==> src/rtl/ppm_pkg.sv <==
// Shared state type and frame-geometry constants for the PPM receive path.
package ppm_pkg;

    typedef enum logic [1:0] {
        IDLE    = 2'd0,
        SOF_GAP = 2'd1,
        DATA    = 2'd2
    } ppm_state_e;

    localparam int SLOTS_PER_SYMBOL = 4;
    localparam int SOF_GAP_SLOTS    = 3;
    localparam int SYMBOLS_PER_BYTE = 4;

endpackage

==> src/rtl/ppm_symbol_decoder_if.sv <==
// Line-side input and frame-control-side outputs of the PPM symbol decoder.
interface ppm_symbol_decoder_if;

    logic       ppm_in;
    logic [7:0] dout_data;
    logic       onebyte_out;
    logic       sof_rcv_out;
    logic       eof_rcv_out;
    logic       frame_err;
    logic       busy;

    // The driver of the PPM line and consumer of the decoded strobes.
    modport master (
        output ppm_in,
        input  dout_data, onebyte_out, sof_rcv_out, eof_rcv_out, frame_err, busy
    );

    // The decoder itself.
    modport slave (
        input  ppm_in,
        output dout_data, onebyte_out, sof_rcv_out, eof_rcv_out, frame_err, busy
    );

endinterface

==> src/rtl/ppm_edge_sync.sv <==
// Two-flop synchronizer for the asynchronous PPM line plus a rising-edge detect.
module ppm_edge_sync (
    input  logic clk,
    input  logic rst_n,
    input  logic din,
    output logic rise
);

    // [0] and [1] form the synchronizer; [2] is the previous synchronized level.
    logic [2:0] sync_q;

    always_ff @(posedge clk or negedge rst_n) begin
        if (!rst_n) begin
            sync_q <= '0;
        end else begin
            sync_q <= {sync_q[1:0], din};
        end
    end

    assign rise = sync_q[1] & ~sync_q[2];

endmodule

==> src/rtl/ppm_symbol_decoder.sv <==
// PPM front end: finds the two-pulse SOF, demodulates 1-of-4 symbols into bytes and flags EOF/errors.
module ppm_symbol_decoder
    import ppm_pkg::*;
#(
    parameter int SLOT_CYCLES = 8,
    parameter int TOL         = 2
) (
    input logic           clk,
    input logic           rst_n,
    ppm_symbol_decoder_if.slave bus
);

    localparam int CNT_W   = $clog2(3 * SLOT_CYCLES + TOL + 2);
    localparam int GAP_NOM = SOF_GAP_SLOTS * SLOT_CYCLES;

    localparam logic [CNT_W-1:0] GAP_MIN   = CNT_W'(GAP_NOM - TOL);
    localparam logic [CNT_W-1:0] GAP_MAX   = CNT_W'(GAP_NOM + TOL);
    localparam logic [CNT_W-1:0] GAP_LIMIT = CNT_W'(GAP_NOM + TOL + 1);
    localparam logic [CNT_W-1:0] CYC_LAST  = CNT_W'(SLOT_CYCLES - 1);
    localparam logic [1:0]       SLOT_LAST = 2'(SLOTS_PER_SYMBOL - 1);
    localparam logic [1:0]       IDX_LAST  = 2'(SYMBOLS_PER_BYTE - 1);

    logic rise;

    ppm_edge_sync u_edge_sync (
        .clk   (clk),
        .rst_n (rst_n),
        .din   (bus.ppm_in),
        .rise  (rise)
    );

    ppm_state_e       state_q, state_d;
    logic [CNT_W-1:0] gap_q, gap_d, gap_inc;
    logic [CNT_W-1:0] cyc_q, cyc_d;
    logic [1:0]       slot_q, slot_d;
    logic [1:0]       idx_q, idx_d;
    logic [1:0]       sym_q, sym_d, cur_sym;
    logic             seen_q, seen_d;
    logic [7:0]       byte_q, byte_d, byte_fill;
    logic [7:0]       dout_q, dout_d;
    logic             sof_q, sof_d;
    logic             eof_q, eof_d;
    logic             onebyte_q, onebyte_d;
    logic             err_q, err_d;
    logic             busy_q;
    logic             win_last;

    always_ff @(posedge clk or negedge rst_n) begin
        if (!rst_n) begin
            state_q   <= IDLE;
            gap_q     <= '0;
            cyc_q     <= '0;
            slot_q    <= '0;
            idx_q     <= '0;
            sym_q     <= '0;
            seen_q    <= 1'b0;
            byte_q    <= '0;
            dout_q    <= '0;
            sof_q     <= 1'b0;
            eof_q     <= 1'b0;
            onebyte_q <= 1'b0;
            err_q     <= 1'b0;
            busy_q    <= 1'b0;
        end else begin
            state_q   <= state_d;
            gap_q     <= gap_d;
            cyc_q     <= cyc_d;
            slot_q    <= slot_d;
            idx_q     <= idx_d;
            sym_q     <= sym_d;
            seen_q    <= seen_d;
            byte_q    <= byte_d;
            dout_q    <= dout_d;
            sof_q     <= sof_d;
            eof_q     <= eof_d;
            onebyte_q <= onebyte_d;
            err_q     <= err_d;
            busy_q    <= (state_d != IDLE);
        end
    end

    always_comb begin
        state_d   = state_q;
        gap_d     = gap_q;
        cyc_d     = cyc_q;
        slot_d    = slot_q;
        idx_d     = idx_q;
        sym_d     = sym_q;
        seen_d    = seen_q;
        byte_d    = byte_q;
        dout_d    = dout_q;
        sof_d     = 1'b0;
        eof_d     = 1'b0;
        onebyte_d = 1'b0;
        err_d     = 1'b0;

        // gap_inc is the number of cycles elapsed since the pending first SOF pulse.
        gap_inc  = gap_q + CNT_W'(1);
        win_last = (slot_q == SLOT_LAST) && (cyc_q == CYC_LAST);
        cur_sym  = rise ? slot_q : sym_q;
        byte_fill = byte_q;
        byte_fill[{idx_q, 1'b0} +: 2] = cur_sym;

        case (state_q)
            IDLE: begin
                if (rise) begin
                    gap_d   = '0;
                    state_d = SOF_GAP;
                end
            end

            SOF_GAP: begin
                gap_d = gap_inc;
                if (rise) begin
                    if (gap_inc >= GAP_MIN && gap_inc <= GAP_MAX) begin
                        state_d = DATA;
                        sof_d   = 1'b1;
                        cyc_d   = '0;
                        slot_d  = '0;
                        idx_d   = '0;
                        seen_d  = 1'b0;
                        byte_d  = '0;
                    end else begin
                        gap_d = '0;
                    end
                end else if (gap_inc >= GAP_LIMIT) begin
                    state_d = IDLE;
                end
            end

            DATA: begin
                if (rise && seen_q) begin
                    err_d   = 1'b1;
                    state_d = IDLE;
                end else begin
                    if (rise) begin
                        seen_d = 1'b1;
                        sym_d  = slot_q;
                    end
                    // An edge on the final cycle still counts toward this window.
                    if (win_last) begin
                        cyc_d  = '0;
                        slot_d = '0;
                        seen_d = 1'b0;
                        if (seen_q || rise) begin
                            byte_d = byte_fill;
                            if (idx_q == IDX_LAST) begin
                                dout_d    = byte_fill;
                                onebyte_d = 1'b1;
                                idx_d     = '0;
                            end else begin
                                idx_d = idx_q + 2'd1;
                            end
                        end else if (idx_q == 2'd0) begin
                            eof_d   = 1'b1;
                            state_d = IDLE;
                        end else begin
                            err_d   = 1'b1;
                            state_d = IDLE;
                        end
                    end else if (cyc_q == CYC_LAST) begin
                        cyc_d  = '0;
                        slot_d = slot_q + 2'd1;
                    end else begin
                        cyc_d = cyc_q + CNT_W'(1);
                    end
                end
            end

            default: state_d = IDLE;
        endcase
    end

    assign bus.dout_data   = dout_q;
    assign bus.onebyte_out = onebyte_q;
    assign bus.sof_rcv_out = sof_q;
    assign bus.eof_rcv_out = eof_q;
    assign bus.frame_err   = err_q;
    assign bus.busy        = busy_q;

endmodule
==> src/flat_wrapper.sv <==
// flat-port wrapper written by rule: the top's interface ports become plain ports
module ppm_symbol_decoder_flat import ppm_pkg::*;
#(
    parameter int SLOT_CYCLES = 8,
    parameter int TOL         = 2
)
  (clk, rst_n, bus_ppm_in, bus_dout_data, bus_onebyte_out, bus_sof_rcv_out, bus_eof_rcv_out, bus_frame_err, bus_busy);
  ppm_symbol_decoder_if bus_i ();
  input logic clk;
  input logic rst_n;
  input wire logic [$bits(bus_i.ppm_in)-1:0] bus_ppm_in;
  output wire logic [$bits(bus_i.dout_data)-1:0] bus_dout_data;
  output wire logic [$bits(bus_i.onebyte_out)-1:0] bus_onebyte_out;
  output wire logic [$bits(bus_i.sof_rcv_out)-1:0] bus_sof_rcv_out;
  output wire logic [$bits(bus_i.eof_rcv_out)-1:0] bus_eof_rcv_out;
  output wire logic [$bits(bus_i.frame_err)-1:0] bus_frame_err;
  output wire logic [$bits(bus_i.busy)-1:0] bus_busy;
  assign bus_i.ppm_in = bus_ppm_in;
  assign bus_dout_data = bus_i.dout_data;
  assign bus_onebyte_out = bus_i.onebyte_out;
  assign bus_sof_rcv_out = bus_i.sof_rcv_out;
  assign bus_eof_rcv_out = bus_i.eof_rcv_out;
  assign bus_frame_err = bus_i.frame_err;
  assign bus_busy = bus_i.busy;
  ppm_symbol_decoder #(.SLOT_CYCLES(SLOT_CYCLES), .TOL(TOL)) u_core (.clk(clk), .rst_n(rst_n), .bus(bus_i));
endmodule
==> config.mk <==
export PLATFORM = sky130hd
export DESIGN_NAME = ppm_symbol_decoder_flat
export DESIGN_NICKNAME = d
export VERILOG_FILES = /design/src/rtl/ppm_pkg.sv /design/src/rtl/ppm_symbol_decoder_if.sv /design/src/rtl/ppm_edge_sync.sv /design/src/rtl/ppm_symbol_decoder.sv /design/src/flat_wrapper.sv
export SDC_FILE = /design/constraint.sdc
export NUM_CORES = 1
export LEC_CHECK = 0
export CORE_ASPECT_RATIO = 0.8
export CORE_UTILIZATION = 61
export CTS_BUF_LIST = sky130_fd_sc_hd__clkbuf_2 sky130_fd_sc_hd__clkbuf_4 sky130_fd_sc_hd__clkbuf_8
export DETAILED_ROUTE_END_ITERATION = 10
export HOLD_SLACK_MARGIN = 0.12
export PLACE_DENSITY = 0.82
export SETUP_SLACK_MARGIN = 0.5
export SKIP_CTS_REPAIR_TIMING = 1
export SYNTH_ARGS = -nofsm -noshare
export SYNTH_HDL_FRONTEND = slang
export SYNTH_SLANG_ARGS = --single-unit
export TNS_END_PERCENT = 100
==> constraint.sdc <==
create_clock -name clk -period 3 [get_ports clk]
set_input_delay 0.6 -clock clk [delete_from_list [all_inputs] [get_ports clk]]
set_output_delay 0.6 -clock clk [all_outputs]
set_load 0.005 [all_outputs]
* After elaboration in Yosys (flattened, before gate mapping)
Cells that the tools add are included.
** Storage, ports and cells
- Logic and storage cells :: 118
- Register bits after elaboration :: 43
- Input port bits :: 3
- ROM bits :: 0
- Bits in latches :: 0
- RAM bits :: 0
- Output and inout bits :: 13
- Memories :: 0
** Cells by class
- Reduce and logical (&&, ||, !) cells :: 16
- Bitwise logic cells :: 3
- Div/mod/pow operators :: 0
- Shift-type cells :: 2
- Add/subtract/negate cells :: 5
- Eq/ne operators :: 13
- Multiply operators :: 0
- Muxes and demuxes :: 61
- $lt $le $gt $ge :: 3
** Operators by type and width (count)
- $mux W5 :: 8
- $mux W8 :: 5
- $mux W2 :: 17
- $mux W1 :: 23
- $pmux W5 S2 :: 2
- $pmux W8 S2 :: 1
- $reduce_and A5 Y1 :: 3
- $add A5 B1 Y5 const B :: 2
- $ge A5 B5 Y1 const B :: 2
- $ne A2 B1 Y1 const B :: 5
- $bwmux W8 :: 1
- $pmux W2 S2 :: 2
- $shift A2 B5 Y8 const A :: 1
- $shiftx A2 B5 Y8 :: 1
- $eq A2 B2 Y1 const B :: 3
- $ne A3 B1 Y1 const B :: 2
- $pmux W2 S3 :: 1
- $reduce_and A6 Y1 :: 1
- $reduce_bool A2 Y1 :: 3
- $eq A5 B3 Y1 const B :: 1
- $le A5 B5 Y1 const B :: 1
- $neg A3 Y5 :: 1
- $add A2 B1 Y2 const B :: 2
- $logic_not A2 Y1 :: 2
- 9 further kinds :: 13

* Longest topological paths before layout
- Depth in word-level cells :: 9
- Gate-level depth with buffers :: 10
- Gate-level depth less buffers :: 8

* Hierarchy
A second synthesis with hierarchy kept.
** Unflattened totals
- Cells, all modules :: 221
- Area, all modules :: 2217.1 sq um
** By module, submodules not included
- ppm_symbol_decoder :: cells each 217, instances 1, seq. area each 1001.0 sq um, area an instance 2128.3 sq um
- ppm_edge_sync :: cells each 4, instances 1, seq. area each 75.1 sq um, area an instance 88.8 sq um

* Least setup slack after synthesis
Ideal clock, no wire load.
- Kind :: register -> register
- From :: reg u_core.gap_q[0]
- To :: reg u_core.cyc_q[3]
- Clock period less this slack :: 2.705 ns
- Stages on the path, launching flop included :: 9
- Required time :: 2.905 ns
- Setup slack :: 0.295 ns
- Library setup time :: 0.095 ns
- Buffers on the path :: 1
- Arrival time :: 2.609 ns
- Cell sequence :: dfrtp_1 -> ha_1 -> xnor2_4 -> nand4b_1 -> a2111o_1 -> o21a_1 -> buf_6 -> or4_4 -> o31ai_1
** Between the ends
- Cells in the longest elaborated chain, start to end :: 5
- Elaborated cells on any way between the ends :: 6
- Classes of those cells :: add/sub (1); order compare (2); eq/ne (1); reduce/logical (2)
** Ends and longest elaborated chain
- start: declaration :: RTL line ppm_symbol_decoder.sv:33 : logic [CNT_W-1:0] gap_q, gap_d, gap_inc;
- start signal: assignment :: RTL line ppm_symbol_decoder.sv:66 : gap_q <= gap_d;
- $add A5 B1 Y5 * :: RTL line ppm_symbol_decoder.sv:98 : gap_inc = gap_q + CNT_W'(1);
- $ge A5 B5 Y1 or $le A5 B5 Y1 (tied branches) :: RTL line ppm_symbol_decoder.sv:115 : if (gap_inc >= GAP_MIN && gap_inc <= GAP_MAX) begin
- $logic_and A1 B1 Y1 * :: RTL line ppm_symbol_decoder.sv:115
- $ne A2 B1 Y1 (no line) *
- $reduce_and A4 Y1 (no line) *
- end signal: assignment :: RTL line ppm_symbol_decoder.sv:67 : cyc_q <= cyc_d;
- end: declaration :: RTL line ppm_symbol_decoder.sv:34 : logic [CNT_W-1:0] cyc_q, cyc_d;
Every way passes the cells marked *; elsewhere a longest branch is shown, timed or not.
A chain may end at the register's enable or synchronous reset.

* Worst setup path after layout
Same ends and word-level chain as after synthesis.

==> results.py <==
metrics = {
    "critical_path": {
        "r2r_start": "u_core.gap_q[0]",
        "worst_setup_path_start_kind": "flop",
        "reg2reg_to": "u_core.cyc_q[3]",
        "critPathCapture": "u_core.cyc_q[3]",
        "path_max_fanout": 6,
        "endpoint_kind": "flop",
        "arrival_ns": 2.86,
        "critPathRequiredTime_ns": 3.21,
        "ff2ff_setup_slack_ns": 0.35,
        "path_class": "reg2reg",
        "crit_path_start": "u_core.gap_q[0]",
        "reg2reg_depth": 8,
    },
    "timing": {
        "finalSetupViolCount": 0,
        "finalSetupTns_ns": 0,
        "rsz0062_at_grt": "true",
        "drv_slew": 0,
        "fin_crit_ns": 2.65,
        "hold_viol_final": 0,
        "fin_crit_sh_pct": 88.2,
        "tightest_slew_ns": 0.951,
        "skew_ns": 0.00513,
        "fmax_mhz": 378,
        "timing.hold.ws_ns": 0.366,
        "slew-limit-headroom_pct": 36.6,
    },
    "synth": {
        "async_reset_ff_share_pct": 100,
        "synth_area_leaders": "dfrtp_1, ha_1, o21ai_0",
        "synth_cell_types": 49,
        "yosysSeqAreaShare_pct": 42.2,
        "netlist_area_um2": 2550,
        "synth.most_common_cell": "dfrtp_1",
        "synth_cells": 281,
        "synth.top_cell.area_share_pct": 42.2,
        "ys.warnings.count": 0,
        "synthFlopType": "dfrtp_1",
        "synthTopCellsByCount": "dfrtp_1, nand2_1, o21ai_0, a21oi_1, nor2_1",
        "avgSynthCellArea_um2": 9.07,
        "ys_ff_latch": 43,
        "syn_nets": 299,
        "synth-edff-count": 0,
        "yosysTopAreaCell": "dfrtp_1",
    },
    "finish": {
        "fillers": 265,
        "instances_no_fill": 360,
        "nNetsFinal": 322,
        "n_antenna_cell": 0,
        "layout-drive-gt1-share_pct": 14.8,
        "syn_to_final_growth_pct": 19.1,
    },
    "die": {
        "die-area_um2": 4440,
        "start_util_pct": 65.3,
        "ios": 16,
        "coreArea_um2": 3900,
        "die_h_um": 59.8,
        "die_x_um": 74.3,
        "row_count": 20,
    },
    "power_and_ir_drop": {
        "p_per_area_nw_per_um2": 588,
        "p_leak_uw": 0.00135,
        "peakVddDrop_v": 0.000453,
    },
    "global_routing": {
        "grt_usage_pct": 28.1,
        "grt_pass1_wl_um": 9390,
        "grt_pass1_vias": 1929,
        "grt_max_degree": 44,
        "antenna_found_initial": 0,
        "grt.busiest_layer": "met1",
        "use_met3_pct": 6.07,
        "use_met2_pct": 40.4,
        "use_met1_pct": 43.3,
        "overflow": 0,
    },
    "clock_tree": {
        "numCtsBuffers": 5,
        "clkLatencyLatePin_ns": 0.30,
        "clk_path_buf_depth": 2,
        "cts_tree": "yes",
        "cts_root_buffer": "clkbuf_8",
        "clock-sinks": 43,
        "htreeDepth": 2,
        "clkTransAtPathRegs_ns": 0.08,
    },
    "route": {
        "drc_errors": 0,
        "wl_per_cell_um": 16.8,
        "first_iter_violations": 145,
        "viasPerCell": 6.12,
        "detail-route-antenna-nets": 0,
        "wl_um": 6040,
        "num_vias": 2204,
        "firstDrtPassIters": 5,
    },
    "placement": {
        "dp_hpwl_um": 4060,
        "port_buffers": 15,
        "place_congestion": 0.848,
        "dp.cells": 343,
    },
    "run": {
        "maxCapViolations": 0,
    },
    "outcome": {
        "outcome": "completed",
    },
    "min_path": {
        "hold_path.class": "reg2reg",
        "hp-start": "u_core.u_edge_sync.sync_q[0]",
    },
}
==> metrics by stage <==
step | setup slack, ns | power, uW | util (%) | instance area, um2
floorplan | 0.504 | 1010 | - | 2580
global placement | 0.407 | 1110 | 70.6 | 2760
detailed placement | 0.331 | 1120 | 70.6 | 2760
CTS | 0.319 | 1660 | 74.1 | 2890
global route | 0.294 | 1870 | 77.8 | 3040
finish | 0.353 | 1780 | 77.8 | 3040
==> cells by family (layout without fill, tap and decap cells) <==
logic type / Yosys count / count (layout) / share of synthesized area, %
AO/OA/AOI/OAI: 84 / 84 / 20.5
multiplexers: 4 / 4 / 1.67
buffers and inverters: 25 / 49 / 4.47
AND/OR/NAND/NOR: 105 / 105 / 21.4
adder cells (fa/ha/maj): 15 / 15 / 7.36
XOR/XNOR: 5 / 5 / 2.45
flip-flops: 43 / 43 / 42.2
==> sequential cells by signal (all words and copies together), names as in the netlist, 2 cells and up <==
register,cells
u_core.bus.dout_data,8
u_core.byte_q,8
u_core.gap_q,5
u_core.state_q,2
u_core.idx_q,2
u_core.cyc_q,5
u_core.u_edge_sync.sync_q,3
u_core.sym_q,2
u_core.slot_q,2
==> layout by cell type (no fill, tap or decap), types with 5 or more instances in the layout <==
cell,instances
nor2b_1,10
dfrtp_1,41
ha_1,13
buf_4,13
clkdlybuf4s50_1,14
nand3_1,9
nor2_1,16
and3_1,9
clkbuf_8,5
nand2_1,34
inv_1,12
a21oi_1,17
o21ai_0,29
==> worst max-delay path, cell delays in order (launching register included) <==
cell and delay, ns:
dfrtp_2 0.46, inv_2 0.06, ha_4 0.30, or2_4 0.12
nand4b_1 0.10, a2111o_1 0.51, o21a_4 0.27, or4_4 0.51
o31ai_4 0.22
==> layer usage <==
layer | part of all wire (%) | vias up
met2 | 44 | 81
met1 | 49 | 1057
li1 | - | 1052
met3 | 5.5 | 14
met5 | 0 | -
met4 | 1.1 | 0
==> power by group <==
group          internal, uW  total (uW)  leakage [uW]  switching (uW)
sequential              610         652      0.000587            42.1
clock                   342         544     0.0000688             202
combinational           251         588      0.000693             337
==> worst min-delay path by stage <==
| stage | endpoint | slack [ns] | cells past startpoint |
|---|---|---|---|
| after floorplan | u_core.bus.busy | 0.30 | 0 |
| after global placement | u_core.u_edge_sync.sync_q[1] | 0.34 | 0 |
| after detailed placement | u_core.u_edge_sync.sync_q[1] | 0.35 | 0 |
| after CTS | u_core.u_edge_sync.sync_q[1] | 0.37 | 0 |
| after global routing | u_core.u_edge_sync.sync_q[1] | 0.38 | 0 |
| final | u_core.u_edge_sync.sync_q[1] | 0.37 | 0 |
==> layout make-up <==
type	count	area, um2	area share (%)
timing repair buffer	28	243	7.99
tap	55	68.8	2.27
clock inverter	2	60.1	1.98
inverter	13	48.8	1.61
clock buffer	6	76.3	2.51
multi-input combinational	213	1460	48.1
sequential	43	1080	35.5
No activity file was read; power rests on OpenSTA's default activity.
